File: config.mk
export PLATFORM = sky130hd
export DESIGN_NAME = uart_cmd_rcv
export DESIGN_NICKNAME = d
export VERILOG_FILES = /design/src/rtl/uart_cmd_rcv.sv
export SDC_FILE = /design/constraint.sdc
export NUM_CORES = 1
export LEC_CHECK = 0
export CAP_MARGIN = 20
export CORE_UTILIZATION = 45
export DETAILED_ROUTE_END_ITERATION = 12
export GPL_ROUTABILITY_DRIVEN = 1
export PLACE_DENSITY = 0.77
export SLEW_MARGIN = 20
export SYNTH_ARGS = -nofsm -noshare
export SYNTH_HDL_FRONTEND = slang
export SYNTH_SLANG_ARGS = --single-unit
File: constraint.sdc
create_clock -name clk -period 2.68 [get_ports clk]
set_clock_uncertainty 0.15 [all_clocks]
set_input_delay 0.536 -clock clk [delete_from_list [all_inputs] [get_ports clk]]
set_output_delay 0.536 -clock clk [all_outputs]
set_load 0.005 [all_outputs]
File: src/rtl/uart_cmd_rcv.sv
// 8N1 UART receiver that assembles pairs of bytes into a 16-bit command.
// The first byte of a pair becomes the high byte; a stop-bit error drops any partial pair.
module uart_cmd_rcv #(
  parameter int BAUD_CNT = 2604,
  parameter int HALF_CNT = 1302
) (
  input  logic        clk,
  input  logic        rst_n,
  input  logic        RX,
  input  logic        clr_cmd_rdy,
  output logic [15:0] cmd,
  output logic        cmd_rdy,
  output logic        frm_err
);

  localparam int CW = $clog2(BAUD_CNT + 1);

  typedef enum logic [1:0] {IDLE, START, DATA, STOP} byte_state_e;
  typedef enum logic       {WAIT_HI, WAIT_LO}        asm_state_e;

  byte_state_e r_byte_st, w_byte_nxt;
  asm_state_e  r_asm_st,  w_asm_nxt;

  logic          r_rx_meta, r_rx_sync, r_rx_prev;
  logic [CW-1:0] r_cnt, w_cnt_nxt;
  logic [2:0]    r_bit, w_bit_nxt;
  logic [7:0]    r_shift, w_shift_nxt;
  logic [7:0]    r_hold, w_hold_nxt;
  logic [15:0]   r_cmd, w_cmd_nxt;
  logic          r_cmd_rdy, w_rdy_nxt;
  logic          r_frm_err;
  logic          w_fall, w_cnt_zero, w_byte_ok, w_frm_err;

  // Sync flops preset to idle-high, so a line held low across reset release
  // looks like a fresh falling edge.
  // NOTE: sequential state uses non-blocking (<=) so every flop samples pre-edge values.
  always_ff @(posedge clk or negedge rst_n) begin
    if (!rst_n) begin
      r_rx_meta <= 1'b1;
      r_rx_sync <= 1'b1;
      r_rx_prev <= 1'b1;
    end else begin
      r_rx_meta <= RX;
      r_rx_sync <= r_rx_meta;
      r_rx_prev <= r_rx_sync;
    end
  end

  assign w_fall     = r_rx_prev & ~r_rx_sync;
  assign w_cnt_zero = (r_cnt == '0);

  // The zero cycle is part of each interval, hence the -1 on every reload.
  // NOTE: every always_comb output gets a default first so no latch is inferred.
  always_comb begin
    w_byte_nxt  = r_byte_st;
    w_cnt_nxt   = w_cnt_zero ? r_cnt : r_cnt - 1'b1;
    w_bit_nxt   = r_bit;
    w_shift_nxt = r_shift;
    w_byte_ok   = 1'b0;
    w_frm_err   = 1'b0;
    case (r_byte_st)
      IDLE: begin
        w_cnt_nxt = '0;
        if (w_fall) begin
          w_byte_nxt = START;
          w_cnt_nxt  = CW'(HALF_CNT - 1);
        end
      end
      START: if (w_cnt_zero) begin
        if (!r_rx_sync) begin
          w_byte_nxt = DATA;
          w_cnt_nxt  = CW'(BAUD_CNT - 1);
          w_bit_nxt  = 3'd0;
        end else begin
          w_byte_nxt = IDLE;
        end
      end
      DATA: if (w_cnt_zero) begin
        w_shift_nxt = {r_rx_sync, r_shift[7:1]};
        w_cnt_nxt   = CW'(BAUD_CNT - 1);
        w_bit_nxt   = r_bit + 3'd1;
        if (r_bit == 3'd7) w_byte_nxt = STOP;
      end
      STOP: if (w_cnt_zero) begin
        w_byte_ok  = r_rx_sync;
        w_frm_err  = ~r_rx_sync;
        w_byte_nxt = IDLE;
      end
      default: w_byte_nxt = IDLE;
    endcase
  end

  // Set beats clear: the default clear is overridden when a low byte lands.
  always_comb begin
    w_asm_nxt  = r_asm_st;
    w_hold_nxt = r_hold;
    w_cmd_nxt  = r_cmd;
    w_rdy_nxt  = r_cmd_rdy & ~clr_cmd_rdy;
    if (w_frm_err) begin
      w_asm_nxt = WAIT_HI;
    end else if (w_byte_ok) begin
      case (r_asm_st)
        WAIT_HI: begin
          w_hold_nxt = r_shift;
          w_rdy_nxt  = 1'b0;
          w_asm_nxt  = WAIT_LO;
        end
        WAIT_LO: begin
          w_cmd_nxt = {r_hold, r_shift};
          w_rdy_nxt = 1'b1;
          w_asm_nxt = WAIT_HI;
        end
        default: w_asm_nxt = WAIT_HI;
      endcase
    end
  end

  always_ff @(posedge clk or negedge rst_n) begin
    if (!rst_n) begin
      r_byte_st <= IDLE;
      r_cnt     <= '0;
      r_bit     <= 3'd0;
      r_shift   <= 8'h00;
      r_asm_st  <= WAIT_HI;
      r_hold    <= 8'h00;
      r_cmd     <= 16'h0000;
      r_cmd_rdy <= 1'b0;
      r_frm_err <= 1'b0;
    end else begin
      r_byte_st <= w_byte_nxt;
      r_cnt     <= w_cnt_nxt;
      r_bit     <= w_bit_nxt;
      r_shift   <= w_shift_nxt;
      r_asm_st  <= w_asm_nxt;
      r_hold    <= w_hold_nxt;
      r_cmd     <= w_cmd_nxt;
      r_cmd_rdy <= w_rdy_nxt;
      r_frm_err <= w_frm_err;
    end
  end

  assign cmd     = r_cmd;
  assign cmd_rdy = r_cmd_rdy;
  assign frm_err = r_frm_err;

endmodule

# Word level (Yosys, flattened, before mapping)
# Index checks and enable logic that the tools add are counted.
op_classes:
  mux: 27
  eq_ne: 10
  bitwise_logic: 6
  n_addsub: 2
  reduce_logical: 9
ops:
  columns: ["op", "count"]
  rows:
  - ["12-bit two-way mux", 4]
  - ["12-bit case mux with 3 select lines", 1]
  - ["12-bit zero test", 1]
  - ["2-bit two-way mux", 6]
  - ["2-bit inequality test, second input constant", 6]
  - ["12-bit by 1-bit subtractor with 12-bit output, second input constant", 1]
  - ["11-bit two-way mux", 1]
  - ["3-bit two-way mux", 3]
  - ["1-bit two-way mux", 8]
  - ["2-bit case mux with 4 select lines", 1]
  - ["3-bit case mux with 2 select lines", 1]
  - ["3-bit AND reduction", 2]
  - ["5-bit AND reduction", 1]
  - ["2-bit equality test, second input constant", 2]
  - ["1-bit NOT", 4]
  - ["1-bit case mux with 2 select lines", 2]
  - ["4-bit AND reduction", 1]
  - ["2-bit nonzero test", 2]
  - ["3-bit by 1-bit adder with 3-bit output, second input constant", 1]
  - ["3-bit equality test, second input constant", 1]
  - ["1-bit bitwise AND", 2]
  - ["2-bit by 1-bit equality test with 1-bit output, second input constant", 1]
  - ["2-bit zero test", 1]
  - ["2-bit AND reduction", 1]
word_totals:
  elab_cells: 66
  out_inout_bits: 18
  reg_bits: 55
  in_bits: 4

# Longest topological paths before layout
# Gate-level depths: netlist of the first run.
depth:
  depth_word: 5
  mapped_depth: 12
  ltp_nobuf: 10

# Least setup slack after synthesis of the first run
# No wires, ideal clock.
synth_timing:
  path_kind: "reg-to-reg"
  start: "register r_cnt[0]"
  end: "register r_cmd[10] (netlist: cmd[10])"
  setup_slack_ps: 142
  setup_time_ps: 125
  path_stages_with_launch: 11
  period_less_slack_ps: 2538
  arrival_ps: 2263
  path_buffers: 3
  t_required_ps: 2405
  cell_sequence: "dfrtp_1 inv_1 ha_1 nor4b_4 and3_1 buf_6 inv_2 or3_1 buf_6 buf_12 mux2_4"
synth_via:
  elab_chain_len: 5
  elab_cells_between_ends: 7
  classes_between: "mux: 4; bitwise: 1; reduce/logical: 2"
synth_rtl:
  columns: ["item", "line_no", "source"]
  rows:
  - ["start, declared", "25", "logic [CW-1:0] r_cnt, w_cnt_nxt;"]
  - ["start signal, assigned", "131", "r_cnt <= w_cnt_nxt;"]
  - ["12-bit zero test (*)", "50", "assign w_cnt_zero = (r_cnt == '0);"]
  - ["1-bit two-way mux", "84", "STOP: if (w_cnt_zero) begin"]
  - ["1-bit two-way mux", "61", "case (r_byte_st)"]
  - ["1-bit NOT (no source line)", null, null]
  - ["3-bit AND reduction (no source line) (*)", null, null]
  - ["end signal, assigned", "136", "r_cmd <= w_cmd_nxt;"]
  - ["end, declared", "29", "logic [15:0] r_cmd, w_cmd_nxt;"]
# Every way passes the cells marked *; elsewhere a longest branch is shown, timed or not.
# A chain may end at the register's enable or synchronous reset.

# Worst setup path in the final report of the first run
layout_timing:
  start: "register r_cnt[0]"
  end: "register r_cmd[8] (netlist: cmd[8])"
# The elaborated chain is that of the path after synthesis.

==> results.py, run 1 <==
metrics = {
    "setup_path": {
        "slowest_delay_ns": 0.42,
        "reg2reg_from": "r_cnt[0]",
        "cp.depth": 8,
        "critPathMaxFanout": 17,
        "cp_top_family": "simple AND/OR/NAND/NOR gates",
        "r2r_setup_slack_ns": 0.25,
        "crit_slowest_cell": "dfrtp_1",
        "crit_path_cell_trace": "inv_1 > ha_1 > nor4b_4 > and3_1 > inv_2 > or3_1 > buf_4 > mux2_4",
        "cp-start-kind": "flip-flop",
        "critPathKind": "reg -> reg",
        "required_ns": 2.72,
        "cp_num_buf_inv": 3,
        "reg2regPathDepth": 8,
        "arrival_ns": 2.47,
        "r2r_end": "cmd[8]",
        "worstSetupEndpointType": "flip-flop",
    },
    "clock_tree": {
        "root_buffer": "clkbuf_8",
        "cts_tree": "built",
        "ctsResizeCount": 0,
        "cts_sinks": 55,
        "post_cts_buffers": 0,
        "clk_path_buf_depth": 2,
        "cts_hold_buf": 0,
        "cts_max_level": 2,
        "clk_latency_ns": 0.31,
        "clk_pin_slew_ns": 0.10,
        "numCtsBuffers": 5,
    },
    "power": {
        "power_frac_comb": 0.222,
        "clockPowerShare": 0.230,
        "p_leak_nw": 1.350,
        "p_int_w": 0.001315,
        "switching_share": 0.3318,
        "p_sw_w": 0.0006529,
        "seqPwrFrac": 0.548,
        "max-vdd-ir-drop_mv": 0.3009,
        "powerDensity_nw_per_um2": 679.7,
    },
    "grt": {
        "grt_pass1_vias": 1561,
        "grt_util_all_layers": 0.1678,
        "grt_max_degree": 56,
        "grt-ovfl-total": 0,
        "grt_first_pass_wirelength_mm": 7.638,
        "antenna_found_initial": 0,
    },
    "layout": {
        "layout_commonest_cell": "dfrtp_1",
        "drive_above_1_share": 0.2807,
        "synthToLayoutAreaGrowth_pct": 15.64,
        "final_nets": 235,
        "antenna_cells": 0,
        "mostFrequentLayoutCells": "52 x dfrtp_1, 23 x mux2_2, 20 x clkdlybuf4s50_1",
    },
    "logic_synthesis": {
        "ys_seq_area_frac": 0.5512,
        "async_flop_share": 1.000,
        "syn_nets": 206,
        "synth_seq_cells": 55,
        "syn_area_per_cell_um2": 12.64,
        "synth.area.top_cells": "dfrtp_1 52%, mux2_2 10%, mux2_4 5.4%, dfstp_2 3.1%, ha_1 2.0%",
        "syn-instance-count": 198,
        "synth_edf_count": 0,
        "ys_warn_count": 0,
        "synth-main-ff-cell": "dfrtp_1",
        "synth_area_leader_cell": "dfrtp_1",
        "synthesis.area_um2": 2504,
        "synth_top_area_frac": 0.5197,
        "ys_types": 42,
    },
    "route": {
        "ant_nets": 0,
        "drc": 0,
        "wirelength_mm": 4.490,
        "first_pass_iters": 4,
        "wl_per_cell_um": 15.07,
        "via_per_inst": 5.383,
        "drtIter0Drc": 98,
        "dr_total_vias": 1604,
    },
    "sta": {
        "period_share": 0.9073,
        "final-hold-violation-count": 0,
        "fin_setup_tns_ns": 0,
        "worst_slack_ns": 0.2484,
        "min_period_ns": 2.432,
        "rsz0062_at_grt": "no",
        "tightestPinTransition_ns": 0.6754,
        "setup_viol": 0,
        "max_slew_margin": 0.5497,
        "slew_violations": 0,
        "fmax_ghz": 0.4112,
    },
    "run_status": {
        "status": "complete, no violations",
    },
    "flow_run": {
        "drv_cap": 0,
    },
    "die": {
        "initial_core_util": 0.4780,
        "coreArea_um2": 5238,
        "fp.dieW_um": 76.59,
        "dieArea_um2": 5866,
        "rows": 26,
        "fp.dieH_um": 76.59,
        "boundaryPins": 22,
    },
    "placed_design": {
        "io_buffers": 21,
        "dpl.hpwl_mm": 3.058,
        "gp_congestion": 0.8415,
        "dp_slack_ns": 0.2902,
    },
    "worst_hold_path": {
        "hold_class": "in -> async",
    },
}
kinds of logic after synthesis:
group | share of synthesized area
AOI/OAI and AO/OA | 0.09295
xor gates and xnor gates | 0.006998
adders and majority gates | 0.01999
buffers and inverters | 0.03648
DFF | 0.5512
muxes | 0.1694
and+or+nand+nor | 0.1229
state kept, by name, summed over array words and instances (netlist names), 3 cells and up, named ones only:
signal,count
r_cnt,12
cmd,16
r_bit,3
r_shift,8
r_hold,8
per-stage QoR:
step | util | area [um^2] | total power [W] | std cells | hold WS [ns]
5_1_grt | 0.5528 | 2895 | 0.002082 | 298 | 0.2204
3_5_place_dp | 0.5358 | 2806 | 0.001523 | 290 | 0.2006
3_3_place_gp | 0.5358 | 2806 | 0.001505 | 290 | 0.1961
2_1_floorplan | - | 2504 | 0.001374 | 198 | 0.09041
4_1_cts | 0.5528 | 2895 | 0.001973 | 298 | 0.2150
6_report | 0.5528 | 2895 | 0.001968 | 298 | 0.1881
layout make-up:
| class | count | area [um^2] |
|---|---|---|
| Clock buffer | 5 | 68.82 |
| Clock inverter | 3 | 20.02 |
| Fill cell | 445 | 2342 |
| Inverter | 7 | 26.28 |
| Multi-Input combinational cell | 127 | 1032 |
| Sequential cell | 55 | 1380 |
| Tap cell | 70 | 87.58 |
| Timing Repair Buffer | 31 | 280.3 |
power by group through the flow:
stage          clock network [W]  registers (W)  logic (W)
2_1_floorplan                  0        0.00105   0.000324
3_3_place_gp                   0        0.00109   0.000419
3_5_place_dp                   0        0.00109   0.000433
4_1_cts                 0.000464        0.00107   0.000435
5_1_grt                 0.000496        0.00109   0.000491
6_report                0.000453        0.00108   0.000438
synth_stat cells, types with 2 or more instances:
master	number
and2_1	2
nor2_1	9
a31oi_1	2
nor3_1	8
dfrtp_1	52
nor3_2	2
or3_1	2
a21o_1	3
mux2_2	23
and3_1	2
clkbuf_1	6
a21oi_1	9
a211oi_1	6
nand2_1	8
mux2_4	9
inv_1	6
buf_6	2
mux2i_1	3
ha_1	4
nor2b_1	5
dfstp_2	3
nand4_1	3
o221a_2	2
nand3_1	3
o21ai_0	7
layer usage:
layer	routed length, um	vias to the layer above	track usage	share of wire
met5	0	-	0	0
met4	38	0	0.05192	0.0085
met3	103	5	0.03593	0.023
met2	2112	18	0.2586	0.47
met1	2234	809	0.2369	0.50
li1	-	772	-	-
worst max-delay path by stage:
| stage | from | endpoint | slack [ns] |
|---|---|---|---|
| 2_1_floorplan | r_cnt[0] | cmd[10] | 0.14 |
| 3_3_place_gp | r_cnt[0] | cmd[9] | 0.34 |
| 3_5_place_dp | r_cnt[0] | cmd[8] | 0.29 |
| 4_1_cts | r_cnt[0] | cmd[13] | 0.26 |
| 5_1_grt | r_cnt[0] | cmd[12] | 0.15 |
| 6_report | r_cnt[0] | cmd[8] | 0.25 |
Note: power is estimated with default switching activity, not from simulation.
==> run 2, diff against run 1 <==
==> constraint.sdc (replaced) <==
create_clock -name clk -period 1.97 [get_ports clk]
set_clock_uncertainty 0.15 [all_clocks]
set_input_delay 0.394 -clock clk [delete_from_list [all_inputs] [get_ports clk]]
set_output_delay 0.394 -clock clk [all_outputs]
set_load 0.005 [all_outputs]
==> run 2 against run 1 <==
The flow now finishes with violations (negative setup slack). Cell area up 16%. Worst setup slack worse by 0.55 ns. Global-route usage rose by 2.4 points. First-iteration DRC count rose by 47%. Combinational power increased to 2.5 times the previous value. Clock-buffer cell count unchanged. Total power grew 60%. Clock power rose by 44%. Critical path type unchanged. Largest power group unchanged.
==> results.py, run 2 (synthesis results as in run 1) <==
metrics = {
    "die": {
        "fp.dieW_um": 76.59,
        "fp.dieH_um": 76.59,
        "rows": 26,
        "dieArea_um2": 5866,
        "coreArea_um2": 5238,
        "initial_core_util": 0.4780,
        "boundaryPins": 22,
    },
    "setup_path": {
        "cp_num_buf_inv": 3,
        "r2r_setup_slack_ns": -0.31,
        "r2r_end": "cmd[12]",
        "reg2regPathDepth": 8,
        "critPathMaxFanout": 4,
        "cp_top_family": "simple AND/OR/NAND/NOR gates",
        "arrival_ns": 2.33,
        "slowest_delay_ns": 0.42,
        "reg2reg_from": "r_cnt[1]",
        "cp-start-kind": "flip-flop",
        "crit_slowest_cell": "or3_4",
        "worstSetupEndpointType": "flip-flop",
        "required_ns": 2.02,
        "crit_path_cell_trace": "inv_1 > ha_4 > nor4b_4 > and3_4 > inv_4 > or3_4 > clkbuf_16 > mux2_4",
        "critPathKind": "reg -> reg",
    },
    "clock_tree": {
        "clk_pin_slew_ns": 0.10,
        "cts_sinks": 55,
        "root_buffer": "clkbuf_8",
        "cts_max_level": 2,
        "numCtsBuffers": 5,
        "clk_latency_ns": 0.32,
        "clk_path_buf_depth": 2,
        "cts_tree": "built",
    },
    "run_status": {
        "violations": "negative setup slack",
        "status": "complete, but fails checks",
    },
    "power": {
        "p_sw_w": 0.001085,
        "switching_share": 0.3450,
        "powerDensity_nw_per_um2": 934.1,
        "p_leak_nw": 1.556,
        "power_frac_comb": 0.349,
        "max-vdd-ir-drop_mv": 0.5232,
        "seqPwrFrac": 0.443,
        "clockPowerShare": 0.207,
        "p_int_w": 0.002059,
    },
    "route": {
        "dr_total_vias": 1761,
        "wirelength_mm": 5.395,
        "drt-met1-wl_mm": 2.493,
        "via_per_inst": 5.402,
        "wl_per_cell_um": 16.55,
        "dr_wl_met2_mm": 2.628,
        "ant_nets": 0,
        "routed.top_layer": "met4",
        "drc": 0,
        "drtIter0Drc": 144,
        "wl_met3_um": 184,
        "first_pass_iters": 4,
    },
    "grt": {
        "grt_util_all_layers": 0.1915,
        "antenna_found_initial": 0,
        "grt-ovfl-total": 0,
        "grt_pass1_vias": 1771,
        "grt_first_pass_wirelength_mm": 8.659,
        "grt_max_degree": 25,
    },
    "sta": {
        "slew_violations": 0,
        "setup_viol": 29,
        "period_share": 1.155,
        "worst_slack_ns": -0.3058,
        "fin_setup_tns_ns": -6.245,
        "fmax_ghz": 0.4394,
        "hold_slack_ns": 0.2115,
        "min_period_ns": 2.276,
        "tightestPinTransition_ns": 0.5373,
        "max_slew_margin": 0.6418,
        "rsz0062_at_grt": "yes",
        "final-hold-violation-count": 0,
    },
    "placed_design": {
        "dpl.hpwl_mm": 3.463,
        "dp_slack_ns": -0.2877,
        "gp_congestion": 0.8198,
        "place_area_um2": 3020,
        "io_buffers": 21,
    },
    "layout": {
        "largest_reg_flops": 16,
        "final_nets": 263,
        "layout_commonest_cell": "dfrtp_1",
        "design_area_um2": 3366,
        "mostFrequentLayoutCells": "52 x dfrtp_1, 27 x buf_4, 20 x clkdlybuf4s50_1",
        "antenna_cells": 0,
        "synthToLayoutAreaGrowth_pct": 34.43,
        "drive_above_1_share": 0.4336,
    },
    "worst_hold_path": {
        "min_path_cells": 0,
        "hold_path_end": "r_rx_sync",
        "hold_class": "reg -> reg",
        "hp-start": "r_rx_meta",
    },
    "flow_run": {
        "drv_cap": 0,
    },
}
## run 2: per-layer routing
layer  up-vias  track usage
met3         8      0.04192
met5         -            0
met1       877       0.2555
li1        838            -
met4         0      0.08269
met2        38       0.3009
## run 2: area by class of cell
cell class              instances  area [um^2]
flip-flops and latches         55         1380
inverters                       7        28.78
repair buffers                 59        578.1
fillers                       390         1872
well taps                      70        87.58
multi-input cells             127         1200
clock buffers                   5        68.82
clock inverters                 3        22.52
## run 2: stage by stage
step | utilization | std cells | total power (W)
2_1_floorplan | - | 198 | 0.001887
3_3_place_gp | 0.5767 | 312 | 0.002269
3_5_place_dp | 0.5767 | 312 | 0.002297
4_1_cts | 0.6183 | 322 | 0.003015
5_1_grt | 0.6426 | 326 | 0.003329
6_report | 0.6426 | 326 | 0.003144
## run 2: power groups by stage
stage / clock network (W) / logic, W / registers [W]
4_1_cts: 0.000675 / 0.000952 / 0.00139
6_report: 0.000652 / 0.00110 / 0.00139
5_1_grt: 0.000718 / 0.00120 / 0.00141
2_1_floorplan: 0 / 0.000450 / 0.00144
3_5_place_dp: 0 / 0.000888 / 0.00141
3_3_place_gp: 0 / 0.000865 / 0.00140
## run 2: worst max-delay path by stage
stage | start | end | slack [ns] | cells past startpoint
after detailed placement | r_cnt[1] | r_cnt[0] | -0.29 | 10
after CTS | r_cnt[0] | cmd[15] | -0.28 | 8
after floorplan | r_cnt[0] | cmd[10] | -0.54 | 10
after global routing | r_cnt[0] | cmd[12] | -0.37 | 8
final | r_cnt[1] | cmd[12] | -0.31 | 8
after global placement | r_cnt[1] | cmd[9] | -0.23 | 8
## run 2: what timing repair did
item                                    CTS  global route
hold buffers                              1             0
cloned                                    1             1
buffers inserted                          1             4
endpoints found under the setup margin   32            42
resized for setup                        19            18
pin swaps                                 5            12
hold endpoints to repair                 19             0
## run 2: worst register-to-register path: cells and delay by family (launching register included)
| kind | cells | cell delay (ns) |
|---|---|---|
| adders and majority gates | 1 | 0.13 |
| buffers and inverters | 3 | 0.32 |
| muxes | 1 | 0.29 |
| and+or+nand+nor | 3 | 0.87 |
| DFF | 1 | 0.40 |
==> run 3, diff against run 2 <==
==> constraint.sdc (replaced) <==
create_clock -name clk -period 1.91 [get_ports clk]
set_clock_uncertainty 0.15 [all_clocks]
set_input_delay 0.382 -clock clk [delete_from_list [all_inputs] [get_ports clk]]
set_output_delay 0.382 -clock clk [all_outputs]
set_load 0.005 [all_outputs]
==> run 3 against run 2 <==
Flip-flop and latch count stayed put. Utilization increased by 0.96 points. First-iteration DRC count shrank 15%. Register-to-register slack lost 0.06 ns. The flow still finishes with violations (negative setup slack). Combinational power increased by 6%. Clock-buffer cell count unchanged. Maximum frequency hardly changed. Largest cell class unchanged. Via count rose by 4.1%.
==> results.py, run 3 (synthesis results as in run 1) <==
metrics = {
    "run_status": {
        "status": "complete, but fails checks",
        "violations": "negative setup slack",
    },
    "die": {
        "rows": 26,
        "fp.dieH_um": 76.59,
        "dieArea_um2": 5866,
        "fp.dieW_um": 76.59,
        "initial_core_util": 0.4780,
        "coreArea_um2": 5238,
        "boundaryPins": 22,
    },
    "setup_path": {
        "critPathMaxFanout": 8,
        "worstSetupEndpointType": "flip-flop",
        "arrival_ns": 2.33,
        "required_ns": 1.96,
        "crit_path_cell_trace": "inv_2 > ha_4 > nor4b_4 > and3_4 > inv_4 > or3_4 > buf_8 > mux2_4",
        "crit_slowest_cell": "or3_4",
        "cp-start-kind": "flip-flop",
        "slowest_delay_ns": 0.43,
        "critPathKind": "reg -> reg",
    },
    "clock_tree": {
        "clk_path_buf_depth": 2,
        "root_buffer": "clkbuf_8",
        "clk_latency_ns": 0.31,
        "clk_pin_slew_ns": 0.10,
        "numCtsBuffers": 5,
        "cts_max_level": 2,
        "cts_tree": "built",
        "cts_sinks": 55,
    },
    "grt": {
        "grt_max_degree": 21,
        "grt_util_all_layers": 0.1903,
        "grt_pass1_vias": 1810,
        "grt-ovfl-total": 0,
        "grt_first_pass_wirelength_mm": 8.763,
        "antenna_found_initial": 0,
    },
    "layout": {
        "layout_commonest_cell": "dfrtp_1",
        "design_area_um2": 3416,
        "final_nets": 266,
        "mostFrequentLayoutCells": "52 x dfrtp_1, 29 x buf_4, 20 x clkdlybuf4s50_1",
        "final_core_util": 0.6522,
        "synthToLayoutAreaGrowth_pct": 36.43,
        "drive_above_1_share": 0.4479,
        "antenna_cells": 0,
        "largest_reg_flops": 16,
    },
    "sta": {
        "max_slew_margin": 0.6732,
        "final-hold-violation-count": 0,
        "rsz0062_at_grt": "yes",
        "min_period_ns": 2.277,
        "slew_violations": 0,
        "tightestPinTransition_ns": 0.4902,
        "fin_setup_tns_ns": -8.569,
        "worst_slack_ns": -0.3674,
        "period_share": 1.192,
        "fmax_ghz": 0.4391,
        "setup_viol": 42,
    },
    "placed_design": {
        "dpl.hpwl_mm": 3.567,
        "gp_congestion": 0.8308,
        "place_area_um2": 3028,
        "io_buffers": 21,
        "dp_slack_ns": -0.3503,
    },
    "route": {
        "wl_per_cell_um": 17.10,
        "first_pass_iters": 4,
        "ant_nets": 0,
        "drc": 0,
        "via_per_inst": 5.571,
        "wirelength_mm": 5.627,
        "drtIter0Drc": 122,
        "dr_total_vias": 1833,
    },
    "power": {
        "p_leak_nw": 1.565,
        "powerDensity_nw_per_um2": 957.9,
        "max-vdd-ir-drop_mv": 0.4743,
    },
    "flow_run": {
        "drv_cap": 0,
    },
    "worst_hold_path": {
        "hold_class": "reg -> reg",
    },
}
[run 3: cell types whose count changed in the layout (fill, tap and decap cells not counted), moves of 2 or more]
cell     previous run  this run
buf_4              27        29
buf_8               0         2
mux2_2             18        15
mux2_4             14        17
o221a_2             2         0
o221a_4             0         2
[run 3: metal layers]
metal	vias up	share of wire	routed length [um]	GRT usage
met5	-	0	0	0
met4	0	0.0092	52	0.06346
met3	4	0.044	248	0.04311
met2	47	0.52	2902	0.3054
met1	940	0.43	2424	0.2549
li1	842	-	-	-
[run 3: what timing repair did]
| action | CTS | global route |
|---|---|---|
| resized for setup | 27 | 23 |
| cloned | 0 | 2 |
| hold buffers | 1 | 0 |
| setup endpoints to repair | 33 | 48 |
| pin swaps | 7 | 4 |
| setup buffers | 2 | 4 |
| hold endpoints to repair | 17 | 0 |
[run 3: final timing paths]
path | start | to | slack [ns] | depth (start not counted)
min in group asynchronous | rst_n | r_shift[7] | 0.40 | 2
max in group asynchronous | rst_n | r_rx_prev | 0.59 | 3
setup / recovery | r_cnt[0] | cmd[8] | -0.37 | 8
hold / removal | r_rx_meta | r_rx_sync | 0.21 | 0
setup reg to reg | r_cnt[0] | cmd[8] | -0.37 | 8
hold reg to reg | r_rx_meta | r_rx_sync | 0.21 | 0
[run 3: worst max-delay path, delay by kind of cell (launching register included)]
| kind | cells | cell delay, ns |
|---|---|---|
| fa+ha+maj | 1 | 0.12 |
| buf+inv | 3 | 0.28 |
| flops | 1 | 0.42 |
| mux | 1 | 0.29 |
| simple gates | 3 | 0.90 |
[run 3: layout make-up]
cell class                      instances  area (um^2)
Fill cell                             389         1822
Sequential cell                        55         1380
Multi-Input combinational cell        127         1230
Timing Repair Buffer                   62        595.6
Tap cell                               70        87.58
Clock buffer                            5        68.82
Inverter                                7        28.78
Clock inverter                          3        25.02
[run 3: metrics by stage]
| stage | power (W) | hold WS [ns] | instances |
|---|---|---|---|
| 3_3_place_gp | 0.002374 | 0.1963 | 313 |
| 3_5_place_dp | 0.002404 | 0.1989 | 313 |
| 6_report | 0.003272 | 0.2115 | 329 |
| 2_1_floorplan | 0.001946 | -0.06359 | 198 |
| 4_1_cts | 0.003171 | 0.2132 | 324 |
| 5_1_grt | 0.003441 | 0.2161 | 329 |
[run 3: report_power, final]
group / total [W] / switching (W) / internal [W]
sequential: 0.00143 / 0.000130 / 0.00130
combinational: 0.00117 / 0.000594 / 0.000574
clock: 0.000671 / 0.000403 / 0.000268
